==> config.mk <==
export PLATFORM = sky130hd
export DESIGN_NAME = alu_sru_ctl
export DESIGN_NICKNAME = d
export VERILOG_FILES = /design/src/rtl/alu_sru_ctl_pkg.sv /design/src/rtl/alu_sru_decode.sv /design/src/rtl/alu_sru_ctl.sv
export SDC_FILE = /design/constraint.sdc
export NUM_CORES = 1
export LEC_CHECK = 0
export ABC_AREA = 1
export BUFFER_PORTS_ARGS = -buffer_cell sky130_fd_sc_hd__buf_2
export CORE_MARGIN = 2
export CORE_UTILIZATION = 42
export CTS_CLUSTER_DIAMETER = 120
export DETAILED_ROUTE_END_ITERATION = 10
export GPL_ROUTABILITY_DRIVEN = 0
export PLACE_DENSITY = 0.76
export SETUP_SLACK_MARGIN = 0.1
export SYNTH_ARGS = -nofsm -noshare
export SYNTH_HDL_FRONTEND = slang
export SYNTH_SLANG_ARGS = --single-unit
export TNS_END_PERCENT = 20
==> constraint.sdc <==
create_clock -name clk4 -period 1.6 [get_ports clk4]
set_input_delay 0.32 -clock clk4 [delete_from_list [all_inputs] [get_ports clk4]]
set_output_delay 0.32 -clock clk4 [all_outputs]
set_load 0.02 [all_outputs]
==> src/rtl/alu_sru_ctl_pkg.sv <==
// Shared definitions for the SRU sequencer, the SRU itself and their benches:
// operation codes carried in ir[6:4], sequencer state encoding and distance width.
package alu_sru_ctl_pkg;

   localparam int DIST_W = 4;

   // ir[6:4] is {rotate, arithmetic, right}
   localparam logic [2:0] OP_SHL  = 3'b000;
   localparam logic [2:0] OP_SHR  = 3'b001;
   localparam logic [2:0] OP_ASL  = 3'b010;
   localparam logic [2:0] OP_ASR  = 3'b011;
   localparam logic [2:0] OP_ROL  = 3'b100;
   localparam logic [2:0] OP_ROR  = 3'b101;
   localparam logic [2:0] OP_ROLW = 3'b110;
   localparam logic [2:0] OP_RORW = 3'b111;

   typedef enum logic [1:0] {
      ST_IDLE  = 2'd0,
      ST_START = 2'd1,
      ST_RUN   = 2'd2,
      ST_DONE  = 2'd3
   } state_t;

endpackage

==> src/rtl/alu_sru_decode.sv <==
// Pure combinational map from the 3-bit shift/rotate op code to the SRU
// operation controls.
module alu_sru_decode
   import alu_sru_ctl_pkg::*;
(
   input  logic [2:0] op_code,
   output logic       op_rotate,
   output logic       op_arithmetic,
   output logic       op_right
);

   always_comb begin
      op_rotate     = 1'b0;
      op_arithmetic = 1'b0;
      op_right      = 1'b0;
      case (op_code)
         OP_SHL:  begin op_rotate = 1'b0; op_arithmetic = 1'b0; op_right = 1'b0; end
         OP_SHR:  begin op_rotate = 1'b0; op_arithmetic = 1'b0; op_right = 1'b1; end
         // ASL shifts exactly like SHL; the SRU sees the arithmetic flag anyway
         OP_ASL:  begin op_rotate = 1'b0; op_arithmetic = 1'b1; op_right = 1'b0; end
         OP_ASR:  begin op_rotate = 1'b0; op_arithmetic = 1'b1; op_right = 1'b1; end
         OP_ROL:  begin op_rotate = 1'b1; op_arithmetic = 1'b0; op_right = 1'b0; end
         OP_ROR:  begin op_rotate = 1'b1; op_arithmetic = 1'b0; op_right = 1'b1; end
         OP_ROLW: begin op_rotate = 1'b1; op_arithmetic = 1'b1; op_right = 1'b0; end
         OP_RORW: begin op_rotate = 1'b1; op_arithmetic = 1'b1; op_right = 1'b1; end
         default: begin op_rotate = 1'b0; op_arithmetic = 1'b0; op_right = 1'b0; end
      endcase
   end

endmodule

==> src/rtl/alu_sru_ctl.sv <==
// Sequencer in front of the serial shift/rotate unit: latches the op, strobes
// nstart, counts step pulses and raises done. Optional RUN timeout: ALU_SRU_CTL_TIMEOUT_EN.
module alu_sru_ctl #(
   parameter int DIST_W = alu_sru_ctl_pkg::DIST_W
`ifdef ALU_SRU_CTL_TIMEOUT_EN
   ,
   parameter int TIMEOUT = 20
`endif
) (
   input  logic              clk4,
   input  logic              reset,
   input  logic [6:0]        ir,
   input  logic              action_start,
   input  logic              step,
   output logic              nstart,
   output logic              op_arithmetic,
   output logic              op_rotate,
   output logic              op_right,
   output logic [DIST_W-1:0] op_dist,
   output logic              busy,
   output logic              nwaiting,
   output logic              done,
   output logic              err,
   output logic [1:0]        dbg_state
);

   import alu_sru_ctl_pkg::*;

   // Handshake: a request is accepted only when action_start is high in IDLE;
   // nwaiting stays low from the cycle after acceptance through the done cycle.

   state_t            state, state_nxt;
   logic [DIST_W-1:0] remaining;
   logic [DIST_W-1:0] dist_in;
   logic              dec_rotate, dec_arithmetic, dec_right;
   logic              accept;
   logic              counting;
   logic              last_step;
   logic              timeout_hit;

   assign dist_in   = ir[DIST_W-1:0];
   assign accept    = (state == ST_IDLE) && action_start;
   assign counting  = (state == ST_START) || (state == ST_RUN);
   assign last_step = step && (remaining == DIST_W'(1));

   alu_sru_decode u_decode (
      .op_code       (ir[6:4]),
      .op_rotate     (dec_rotate),
      .op_arithmetic (dec_arithmetic),
      .op_right      (dec_right)
   );

`ifdef ALU_SRU_CTL_TIMEOUT_EN
   localparam int TMO_W = $clog2(TIMEOUT + 1);
   logic [TMO_W-1:0] tmo_cnt;
   logic             err_q;

   assign timeout_hit = (state == ST_RUN) && !last_step && (tmo_cnt == TMO_W'(TIMEOUT - 1));
   assign err         = err_q;

   always_ff @(posedge clk4) begin
      if (reset) begin
         tmo_cnt <= '0;
         err_q   <= 1'b0;
      end else begin
         tmo_cnt <= (state == ST_RUN) ? tmo_cnt + TMO_W'(1) : '0;
         if (accept)
            err_q <= 1'b0;
         else if (timeout_hit)
            err_q <= 1'b1;
      end
   end
`else
   assign timeout_hit = 1'b0;
   assign err         = 1'b0;
`endif

   always_ff @(posedge clk4) begin
      if (reset) begin
         state         <= ST_IDLE;
         op_rotate     <= 1'b0;
         op_arithmetic <= 1'b0;
         op_right      <= 1'b0;
         op_dist       <= '0;
         remaining     <= '0;
      end else begin
         state <= state_nxt;
         if (accept) begin
            op_rotate     <= dec_rotate;
            op_arithmetic <= dec_arithmetic;
            op_right      <= dec_right;
            op_dist       <= dist_in;
            remaining     <= dist_in;
         end else if (counting && step && (remaining != '0)) begin
            remaining <= remaining - DIST_W'(1);
         end
      end
   end

   always_comb begin
      state_nxt = state;
      case (state)
         ST_IDLE:
            if (action_start)
               state_nxt = (dist_in == '0) ? ST_DONE : ST_START;
         // a step landing in the strobe cycle still counts, even if it is the last
         ST_START: state_nxt = last_step ? ST_DONE : ST_RUN;
         ST_RUN:
            if (last_step || timeout_hit)
               state_nxt = ST_DONE;
         ST_DONE:  state_nxt = ST_IDLE;
         default:  state_nxt = ST_IDLE;
      endcase
   end

   assign nstart    = (state != ST_START);
   assign busy      = (state != ST_IDLE);
   assign nwaiting  = ~busy;
   assign done      = (state == ST_DONE);
   assign dbg_state = state;

endmodule

# --- After elaboration in Yosys (flattened, before gate mapping) ---
# Memory sizes are Yosys's and may differ from the RTL's. A register that Yosys moved wholly into a read port is not among the register bits.
# Cells that the tools add are included.
word_totals:
  rom_bits: 24
  wordCells: 31
  register_bits: 10
  memories: 1
  output_inout_bits: 14
  input_bits: 11
op_classes:
  n_bitwise: 1
  n_addsub: 1
  n_mux: 7
  reduce_logical: 11
  n_eq_ne: 7
mem_list:
  columns: ["memory", "words", "word_bits", "rd", "rd_clocked_by_memory_dff", "wr", "line_no", "source"]
  rows:
  - ["(name not given)", 8, 3, 1, 1, 0, "alu_sru_decode.sv:16", "case (op_code)"]
op_table:
  columns: ["operator", "n"]
  rows:
  - ["two-way mux 4 bit", 2]
  - ["case mux 2 bit (4 select lines)", 1]
  - ["two-way mux 2 bit", 3]
  - ["equality test 2 bit, second input constant", 2]
  - ["equality test 4 x 1 -> 1 bit, second input constant", 1]
  - ["logical AND 1 bit", 4]
  - ["zero test 4 bit", 1]
  - ["!= test 2 bit, second input constant", 2]
  - ["nonzero test 2 bit", 2]
  - ["nonzero test 4 bit", 1]
  - ["subtractor 4 x 1 -> 4 bit, second input constant", 1]
  - ["equality test 2 x 1 -> 1 bit, second input constant", 1]
  - ["zero test 2 bit", 1]
  - ["!= test 2 x 1 -> 1 bit, second input constant", 1]
  - ["AND reduction 2 bit", 1]
  - ["logical OR 1 bit", 1]
  - ["two-way mux 1 bit", 1]
  - ["NOT 1 bit", 1]

# --- Depth between registers and ports, before layout ---
# Gate-level depths: netlist of run 1.
logic_depth:
  ltp_word: 6
  mapped_depth: 10
  mapped_depth_nobuf: 10

# --- Modules after synthesis ---
# A second synthesis of run 1 with hierarchy kept.
hier_totals:
  cells_unflattened: 109
  area_unflattened_um2: 787.0
by_module_without_submodules:
  columns: ["mod", "seq_area_each_um2", "n_inst", "area_each_um2", "cells_per_inst"]
  rows:
  - ["alu_sru_ctl", 260.2, 1, 764.5, 106]
  - ["alu_sru_decode", 0.0, 1, 22.5, 3]

# --- Worst setup path after synthesis of run 1 ---
# Ideal clock, no wire load.
synth_path:
  kind: "register to register"
  startpoint: "register state[0], in the netlist dbg_state[0]"
  endpoint: "register state[1], in the netlist dbg_state[1]"
  path_stages_with_launch: 8
  path_buffers: 0
  setup_slack_ns: -0.024
  setup_ns: 0.115
  period_less_slack_ns: 1.624
  t_required_ns: 1.485
  arrival_time_ns: 1.509
  cell_sequence: "dfxtp_1 inv_1 ha_1 inv_1 or2_4 nand2_1 o21ai_1 nor2_1"
synth_between:
  elab_chain_cells: 3
  elab_cells_between_ends: 8
  cone_classes: "eq/ne (5); mux (1); reduce/logical (2)"
synth_lines:
  columns: ["item", "line_no", "source"]
  rows:
  - ["start: declaration", "alu_sru_ctl.sv:32", "state_t state, state_nxt;"]
  - ["start signal: assignment", "alu_sru_ctl.sv:87", "state <= state_nxt;"]
  - ["equality test 2 bit or zero test 2 bit (tied branches)", "alu_sru_ctl.sv:102", "case (state)"]
  - ["!= test 2 bit (no line)", null, null]
  - ["AND reduction 2 bit (no line)", null, null]
# Parallel ways exist; a longest one is shown, timed or not.
# A chain may end at the register's enable or synchronous reset.

# --- Worst setup path after layout of run 1 ---
layout_path:
  startpoint: "register state[1], in the netlist dbg_state[1]"
  endpoint: "output nstart"
layout_between:
  elab_chain_cells: 1
layout_lines:
  columns: ["item", "line_no", "source"]
  rows:
  - ["!= test 2 x 1 -> 1 bit", "alu_sru_ctl.sv:116", "assign nstart = (state != ST_START);"]
  - ["end: declaration", "alu_sru_ctl.sv:15", "output logic nstart,"]
# Every way passes these cells.

==> flow_summary.json, run 1 <==
{
  "viasPerCell": 4.60,
  "stdcell_count": 156,
  "ys_seq_elements": 13,
  "overflow": 0,
  "fp.dieH_um": 46.7,
  "place_ws_ns": 0.267,
  "finalWirelength_um": 1610,
  "fmax_ghz": 0.700,
  "core.rowCount": 15,
  "hold_path_class": "in -> reg",
  "numClockSinks": 13,
  "die_x_um": 46.7,
  "synth_area_leaders": "dfxtp_1, ha_1, nand2_1, nor2_1, a21oi_1",
  "ctsHtreeMaxLevel": 1,
  "cp_data_arrival_time_ns": 1.11,
  "period_minus_slack_ns": 1.43,
  "hpwlAfterDp_um": 1290,
  "grt_max_degree": 14,
  "rsz0062_at_grt": "no",
  "synth_nets": 125,
  "critical_path_class": "reg -> out",
  "ys_types": 24,
  "crit_path_max_fanout": 5,
  "n_antenna_cell": 0,
  "dr.pass1.iters": 4,
  "required_ns": 1.28,
  "worstSkewPairLatency_ns": 0.28,
  "port_buffers": 23,
  "drc": 0,
  "cts_inserted_buffers": 3,
  "cts_tree": "built",
  "fin_ws_ns": 0.171,
  "yosysTopAreaCellShare": 0.340,
  "drv_cap": 0,
  "fin_hold_ws_ns": 0.285,
  "finish.instance_area_um2": 948,
  "end_kind": "output port",
  "place_inst": 152,
  "slew_violations": 0,
  "synth_ff_type": "dfxtp_1",
  "ios": 25,
  "r2r_cells": 10,
  "outcome": "complete, no violations",
  "yosysMostFrequentCell": "nand2_1",
  "min_period_over_period": 0.893,
  "worst_clock_skew_ns": 0.00619,
  "r2r_end": "remaining[3]",
  "die_area_um2": 2180,
  "ant_nets": 0,
  "antenna_found_initial": 0,
  "post-cts-setup-buffer-count": 0,
  "clkTransAtPathRegs_ns": 0.07,
  "p_per_area_nw_per_um2": 1990,
  "nets": 151,
  "synth_edf_count": 0,
  "slowest_delay_ns": 0.37,
  "cp-endpoint": "nstart",
  "r2r_setup_slack_ns": 0.35,
  "grt_pass1_wl_um": 2610,
  "area_growth_pct": 24.1,
  "leakagePower_nw": 0.495,
  "coreArea_um2": 1730,
  "crit_start": "dbg_state[1]",
  "ys_top_cells_by_count": "nand2_1, dfxtp_1, nor2_1, inv_1",
  "vias": 717,
  "clock_path_buffers": 2,
  "place_area_um2": 907,
  "ir_drop_mv": 0.975,
  "ys.warnings.count": 0,
  "grt_usage": 0.170,
  "yosysTopAreaCell": "dfxtp_1",
  "start_util": 0.443,
  "critPathLaunchType": "flop",
  "holdPathStages": 3,
  "syn_inst": 106,
  "grt_pass1_vias": 598,
  "wire_per_inst_um": 10.3,
  "hold_violations": 0,
  "totalNegativeSetupSlack_ns": 0,
  "slowest_stage": "dfxtp_2",
  "setup_viol": 0,
  "syn_area_um2": 764,
  "ys_seq_area_frac": 0.340,
  "drt_iter0_markers": 9,
  "async_reset_ff_frac": 0,
  "cp_cell_sequence": "inv_2, ha_1, inv_1, buf_2",
  "cts-root-buf": "clkbuf_4",
  "reg2reg_from": "dbg_state[1]",
  "synth_area_per_cell_um2": 7.21,
  "drive_gt1_frac": 0.336
}
cells in the final DEF (no fill, tap or decap), types with 2 or more instances in the layout:
master	instances
inv_2	4
buf_2	22
nand3_1	7
nand2_2	3
nor2_1	12
nand2_1	24
inv_1	7
clkbuf_4	3
o21ai_1	6
a21oi_1	8
buf_4	2
dfxtp_1	11
ha_1	7
area by class of cell:
class,instances,area (um2)
clock buffer,4,26.3
fill,176,778
inverter,12,46.3
multi-input combinational,78,454
sequential,13,265
tap,25,31.3
timing repair buffer,24,125
kinds of logic (layout without fill, tap and decap cells):
logic type | after synthesis | count (layout) | synth area share
simple gates | 51 | 51 | 0.304
compound gates | 17 | 17 | 0.126
other cells | 1 | 1 | 0.00491
buf+inv | 15 | 40 | 0.0818
fa+ha+maj | 8 | 8 | 0.131
flops | 13 | 13 | 0.340
xor+xnor | 1 | 1 | 0.0115
repair_timing:
action	4_1_cts	5_1_grt
resized for setup	0	5
hold buffers	0	0
endpoints found under the setup margin	0	2
endpoints found under the hold margin	0	0
metal layers:
| metal | vias up | wire length [um] | track usage |
|---|---|---|---|
| met5 | - | 0 | 0 |
| met4 | 0 | 0 | 0.0333 |
| met3 | 0 | 45 | 0.0588 |
| met2 | 9 | 807 | 0.267 |
| met1 | 323 | 752 | 0.225 |
| li1 | 385 | - | - |
worst max-delay path: cells and delay by family, from the launching register on:
kind / cells / cell delay (ns)
adder cells (fa/ha/maj): 1 / 0.19
flip-flops: 1 / 0.37
buffers and inverters: 3 / 0.28
through the flow:
| stage | power [mW] | utilization |
|---|---|---|
| 5_1_grt | 2.09 | 0.549 |
| 3_5_place_dp | 1.66 | 0.525 |
| 2_1_floorplan | 1.39 | - |
| 6_report | 1.89 | 0.549 |
| 4_1_cts | 1.87 | 0.541 |
| 3_3_place_gp | 1.63 | 0.525 |
report_power, final:
group	switching [mW]	internal (mW)	total [mW]
Clock	0.105	0.0967	0.202
Combinational	0.697	0.451	1.15
Sequential	0.0990	0.441	0.540
sequential cells by signal, summed over array words and instances (netlist names):
| name | count |
|---|---|
| dbg_state | 2 |
| remaining | 4 |
| op_arithmetic | 1 |
| op_dist | 4 |
| op_rotate | 1 |
| op_right | 1 |
worst min path at each step:
stage | slack (ns) | startpoint | end
5_1_grt | 0.31 | ir[6] | op_rotate
6_report | 0.28 | ir[4] | op_right
2_1_floorplan | 0.47 | ir[5] | op_arithmetic
4_1_cts | 0.28 | ir[4] | op_right
3_5_place_dp | 0.46 | op_dist[2] | op_dist[2]
3_3_place_gp | 0.46 | op_dist[3] | op_dist[3]
Note: power is estimated with default switching activity, not from simulation.
==> run 2: changes to the inputs <==
==> constraint.sdc (replaced) <==
create_clock -name clk4 -period 1.4 [get_ports clk4]
set_input_delay 0.28 -clock clk4 [delete_from_list [all_inputs] [get_ports clk4]]
set_output_delay 0.28 -clock clk4 [all_outputs]
set_load 0.02 [all_outputs]
==> run 2 against run 1 <==
Against the previous run:
- critical endpoint is now busy
- clock power rose by 18%
- global-route usage rose by 1.6 points
- setup slack got worse by 0.12 ns
- critical path depth did not move
- combinational power rose by 37%
- first-iteration DRC count fell by 78%
- clock-buffer cell count fell by 1
- flip-flop and latch count did not move
- largest power group unchanged
- critical path type unchanged
- die area did not move
- register-to-register slack got worse by 0.29 ns
- total power rose by 31%
==> flow_summary.json, run 2 (synthesis results as in run 1) <==
{
  "ant_nets": 0,
  "cts_tree": "built",
  "drt_iter0_markers": 2,
  "die_area_um2": 2180,
  "fp.dieH_um": 46.7,
  "period_minus_slack_ns": 1.35,
  "critical_path_class": "reg -> out",
  "leakagePower_nw": 0.526,
  "clkTransAtPathRegs_ns": 0.08,
  "cp_data_arrival_time_ns": 1.07,
  "hpwlAfterDp_um": 1260,
  "port_buffers": 23,
  "cts-root-buf": "clkbuf_4",
  "clock_path_buffers": 2,
  "cp_cell_sequence": "inv_4, ha_4, inv_2, buf_6",
  "ios": 25,
  "die_x_um": 46.7,
  "p_per_area_nw_per_um2": 2370,
  "ir_drop_mv": 1.24,
  "coreArea_um2": 1730,
  "global_route.usage.met1": 0.197,
  "numClockSinks": 13,
  "slowest_stage": "dfxtp_4",
  "fillers": 162,
  "critPathLaunchType": "flop",
  "worst_clock_skew_ns": 0.00103,
  "crit_path_max_fanout": 6,
  "grt_usage": 0.185,
  "dr.pass1.iters": 2,
  "drive_gt1_frac": 0.433,
  "finalWirelength_um": 1770,
  "grt_pass1_vias": 640,
  "place_ws_ns": 0.161,
  "critPathTopFamily": "flip-flops",
  "grt_max_degree": 14,
  "drv_cap": 0,
  "min_period_over_period": 0.963,
  "outcome": "complete, no violations",
  "fin_ws_ns": 0.0513,
  "drc": 0,
  "wire_per_inst_um": 11.2,
  "fmax_ghz": 0.741,
  "busiest_layer": "met2",
  "power.switching_mw": 1.17,
  "final_cell_mix": "nand2_1, buf_2, nor2_1",
  "place_area_um2": 917,
  "viasPerCell": 4.74,
  "finish.instance_area_um2": 1040,
  "slew_violations": 0,
  "area_growth_pct": 36.2,
  "hold_violations": 0,
  "core.rowCount": 15,
  "cp_num_buf_inv": 3,
  "cts_inserted_buffers": 3,
  "overflow": 0,
  "start_util": 0.443,
  "grt_pass1_wl_um": 2740,
  "pwr-share-comb": 0.641,
  "worstSkewPairLatency_ns": 0.28,
  "grtUsageMet3": 0.0588,
  "nets": 154,
  "antenna_found_initial": 0,
  "rsz0062_at_grt": "yes",
  "end_kind": "output port",
  "vias": 754,
  "ctsHtreeMaxLevel": 1,
  "postCtsHoldBufs": 0,
  "setup_viol": 0,
  "p_clk_frac": 0.096,
  "hold_path_class": "in -> reg",
  "slowest_delay_ns": 0.40,
  "internal_power_mw": 1.30,
  "grt_use_met2": 0.322,
  "sw_frac_of_total": 0.475,
  "seqPwrFrac": 0.262,
  "n_antenna_cell": 0,
  "required_ns": 1.12
}
-- run 2: cell types whose count changed in the layout (fill, tap and decap cells not counted), sizes merged --
cell | before | now
buf | 24 | 27
clkbuf | 4 | 3
inv | 11 | 12
-- run 2: worst paths after layout --
| path | endpoint | startpoint | cells past startpoint | slack (ns) |
|---|---|---|---|---|
| min reg2reg | op_dist[3] | op_dist[3] | 2 | 0.47 |
| max reg2reg | dbg_state[0] | dbg_state[1] | 8 | 0.06 |
| max | busy | dbg_state[0] | 4 | 0.05 |
| min | op_arithmetic | ir[5] | 3 | 0.22 |
-- run 2: worst min-delay path, cell delays in order --
cell	delay, ns
buf_2	0.07
o21ai_1	0.05
nor2_1	0.07
-- run 2: layout make-up --
type                       count  area [um2]  share of cell area
clock buffer                   3        22.5              0.0216
clock inverter                 1        5.00             0.00481
multi-input combinational     78         494               0.475
sequential                    13         268               0.257
tap                           25        31.3              0.0300
inverter                      12        52.6              0.0505
timing repair buffer          27         168               0.161
-- run 2: power by group through the flow --
stage / registers (mW) / logic [mW] / clock network [mW]
2_1_floorplan: 0.694 / 0.948 / 0
3_3_place_gp: 0.618 / 1.30 / 0
3_5_place_dp: 0.625 / 1.32 / 0
4_1_cts: 0.642 / 1.42 / 0.246
5_1_grt: 0.670 / 1.74 / 0.267
6_report: 0.648 / 1.58 / 0.238
-- run 2: layer usage --
layer,routed length [um],up-vias
met2,965,13
li1,-,392
met5,0,-
met4,21,0
met1,709,347
met3,78,2
-- run 2: timing repair --
action                                  4_1_cts  5_1_grt
endpoints found under the setup margin        3        9
pin swaps                                     1       14
gates resized for setup                       9       14
setup buffers                                 2        1
-- run 2: stage by stage --
step           cells  TNS [ns]  hold WS (ns)  total power [mW]   util
6_report         159         0         0.224              2.47  0.603
5_1_grt          159  -0.00811         0.241              2.67  0.603
4_1_cts          158         0         0.218              2.30  0.574
3_5_place_dp     152         0         0.459              1.95  0.531
3_3_place_gp     152         0         0.452              1.91  0.531
2_1_floorplan    106         0         0.429              1.64      -
==> run 3: changes to the inputs <==
--- a/config.mk
+++ b/config.mk
@@ -13,6 +13,7 @@
 export DETAILED_ROUTE_END_ITERATION = 10
 export GPL_ROUTABILITY_DRIVEN = 0
 export PLACE_DENSITY = 0.76
+export RECOVER_POWER = 100
 export SETUP_SLACK_MARGIN = 0.1
 export SYNTH_ARGS = -nofsm -noshare
 export SYNTH_HDL_FRONTEND = slang
==> run 3 against run 2 <==
Against the previous run:
- clock skew rose by 0.0020 ns
- flip-flop and latch count unchanged
- first-iteration DRC count grew 100%
- non-clock buffer count unchanged
- global-route usage unchanged
- combinational power shrank 4%
- setup slack got worse by 0.0049 ns
- wire length shrank 0.17%
- critical path depth is 4 higher
==> flow_summary.json, run 3 (synthesis results as in run 1) <==
{
  "place_ws_ns": 0.161,
  "min_period_over_period": 0.967,
  "die_x_um": 46.7,
  "fillers": 172,
  "drt_iter0_markers": 4,
  "slowest_stage": "dfxtp_4",
  "drc": 0,
  "final_util": 0.586,
  "cts_inserted_buffers": 3,
  "setup_viol": 0,
  "postCtsHoldBufs": 0,
  "numClockSinks": 13,
  "area_growth_pct": 32.4,
  "ir_drop_mv": 1.21,
  "crit_path_max_fanout": 5,
  "cp_data_arrival_time_ns": 1.58,
  "grt_pass1_wl_um": 2740,
  "ctsHtreeMaxLevel": 1,
  "fin_hold_ws_ns": 0.235,
  "grt_max_degree": 14,
  "finish.instance_area_um2": 1010,
  "antenna_found_initial": 0,
  "wl_met2_um": 949,
  "wire_per_inst_um": 11.1,
  "place_inst": 152,
  "highest_layer": "met4",
  "fp.dieH_um": 46.7,
  "worstSkewPairLatency_ns": 0.28,
  "layout_commonest_cell": "nand2_1",
  "clock_path_buffers": 2,
  "required_ns": 1.62,
  "total_power_mw": 2.41,
  "stdcell_count": 159,
  "worst_clock_skew_ns": 0.00299,
  "critical_path_class": "reg -> reg",
  "start_util": 0.443,
  "ant_nets": 0,
  "outcome": "complete, no violations",
  "slowest_delay_ns": 0.38,
  "drt-met1-wl_um": 708,
  "hold_violations": 0,
  "cp_cell_sequence": "inv_4, ha_4, inv_2, buf_4, or2_4, nand3_1, nand2_1, a21oi_2",
  "n_antenna_cell": 0,
  "ios": 25,
  "nets": 154,
  "drive_gt1_frac": 0.351,
  "dr_wl_met3_um": 78,
  "overflow": 0,
  "hold_path_class": "in -> reg",
  "grt_usage": 0.185,
  "core.rowCount": 15,
  "finalWirelength_um": 1770,
  "viasPerCell": 4.72,
  "port_buffers": 23,
  "final_cell_mix": "nand2_1, nor2_1, buf_2",
  "end_kind": "flop",
  "rsz0062_at_grt": "yes",
  "die_area_um2": 2180,
  "slew_violations": 0,
  "fin_ws_ns": 0.0464,
  "coreArea_um2": 1730,
  "period_minus_slack_ns": 1.35,
  "grt_pass1_vias": 640,
  "drv_cap": 0,
  "place_area_um2": 917,
  "leakagePower_nw": 0.486,
  "p_per_area_nw_per_um2": 2380,
  "fmax_ghz": 0.739,
  "dr.pass1.iters": 4,
  "vias": 750,
  "critPathLaunchType": "flop",
  "cts_tree": "built",
  "totalNegativeSetupSlack_ns": 0,
  "clkTransAtPathRegs_ns": 0.08,
  "hpwlAfterDp_um": 1260,
  "cts-root-buf": "clkbuf_4"
}
==> run 3: worst paths after layout <==
| path | start | end | slack [ns] | cells after the start |
|---|---|---|---|---|
| max | dbg_state[1] | dbg_state[0] | 0.05 | 8 |
| min | ir[6] | op_rotate | 0.23 | 3 |
| max reg2reg | dbg_state[1] | dbg_state[0] | 0.05 | 8 |
| min reg2reg | op_dist[2] | op_dist[2] | 0.47 | 2 |
==> run 3: layout make-up <==
type                    count  area, um2  area share
multi-input cells          78        485       0.480
flip-flops and latches     13        268       0.265
repair buffers             27        148       0.146
inverters                  12       52.6      0.0519
well taps                  25       31.3      0.0309
clock buffers               3       22.5      0.0222
clock inverters             1       5.00     0.00494
==> run 3: timing repair <==
action | 4_1_cts | 5_1_grt
gates resized for setup | 9 | 14
setup buffers | 2 | 1
pin swaps | 1 | 14
endpoints found under the setup margin | 3 | 9
==> run 3: worst max-delay path, delay by kind of cell (launching register included) <==
| kind | cells | cell delay (ns) |
|---|---|---|
| AO/OA/AOI/OAI | 1 | 0.10 |
| adder cells (fa/ha/maj) | 1 | 0.15 |
| buffers and inverters | 3 | 0.25 |
| flip-flops | 1 | 0.38 |
| AND/OR/NAND/NOR | 3 | 0.41 |
==> run 3: report_power, final <==
group | switching (mW) | internal, mW | total, mW
Combinational | 0.891 | 0.632 | 1.52
Clock | 0.131 | 0.106 | 0.237
Sequential | 0.138 | 0.511 | 0.648
==> run 3: metal layers <==
layer	vias to the layer above	track usage
li1	391	-
met1	342	0.197
met2	13	0.322
met3	4	0.0588
met4	0	0.100
met5	-	0
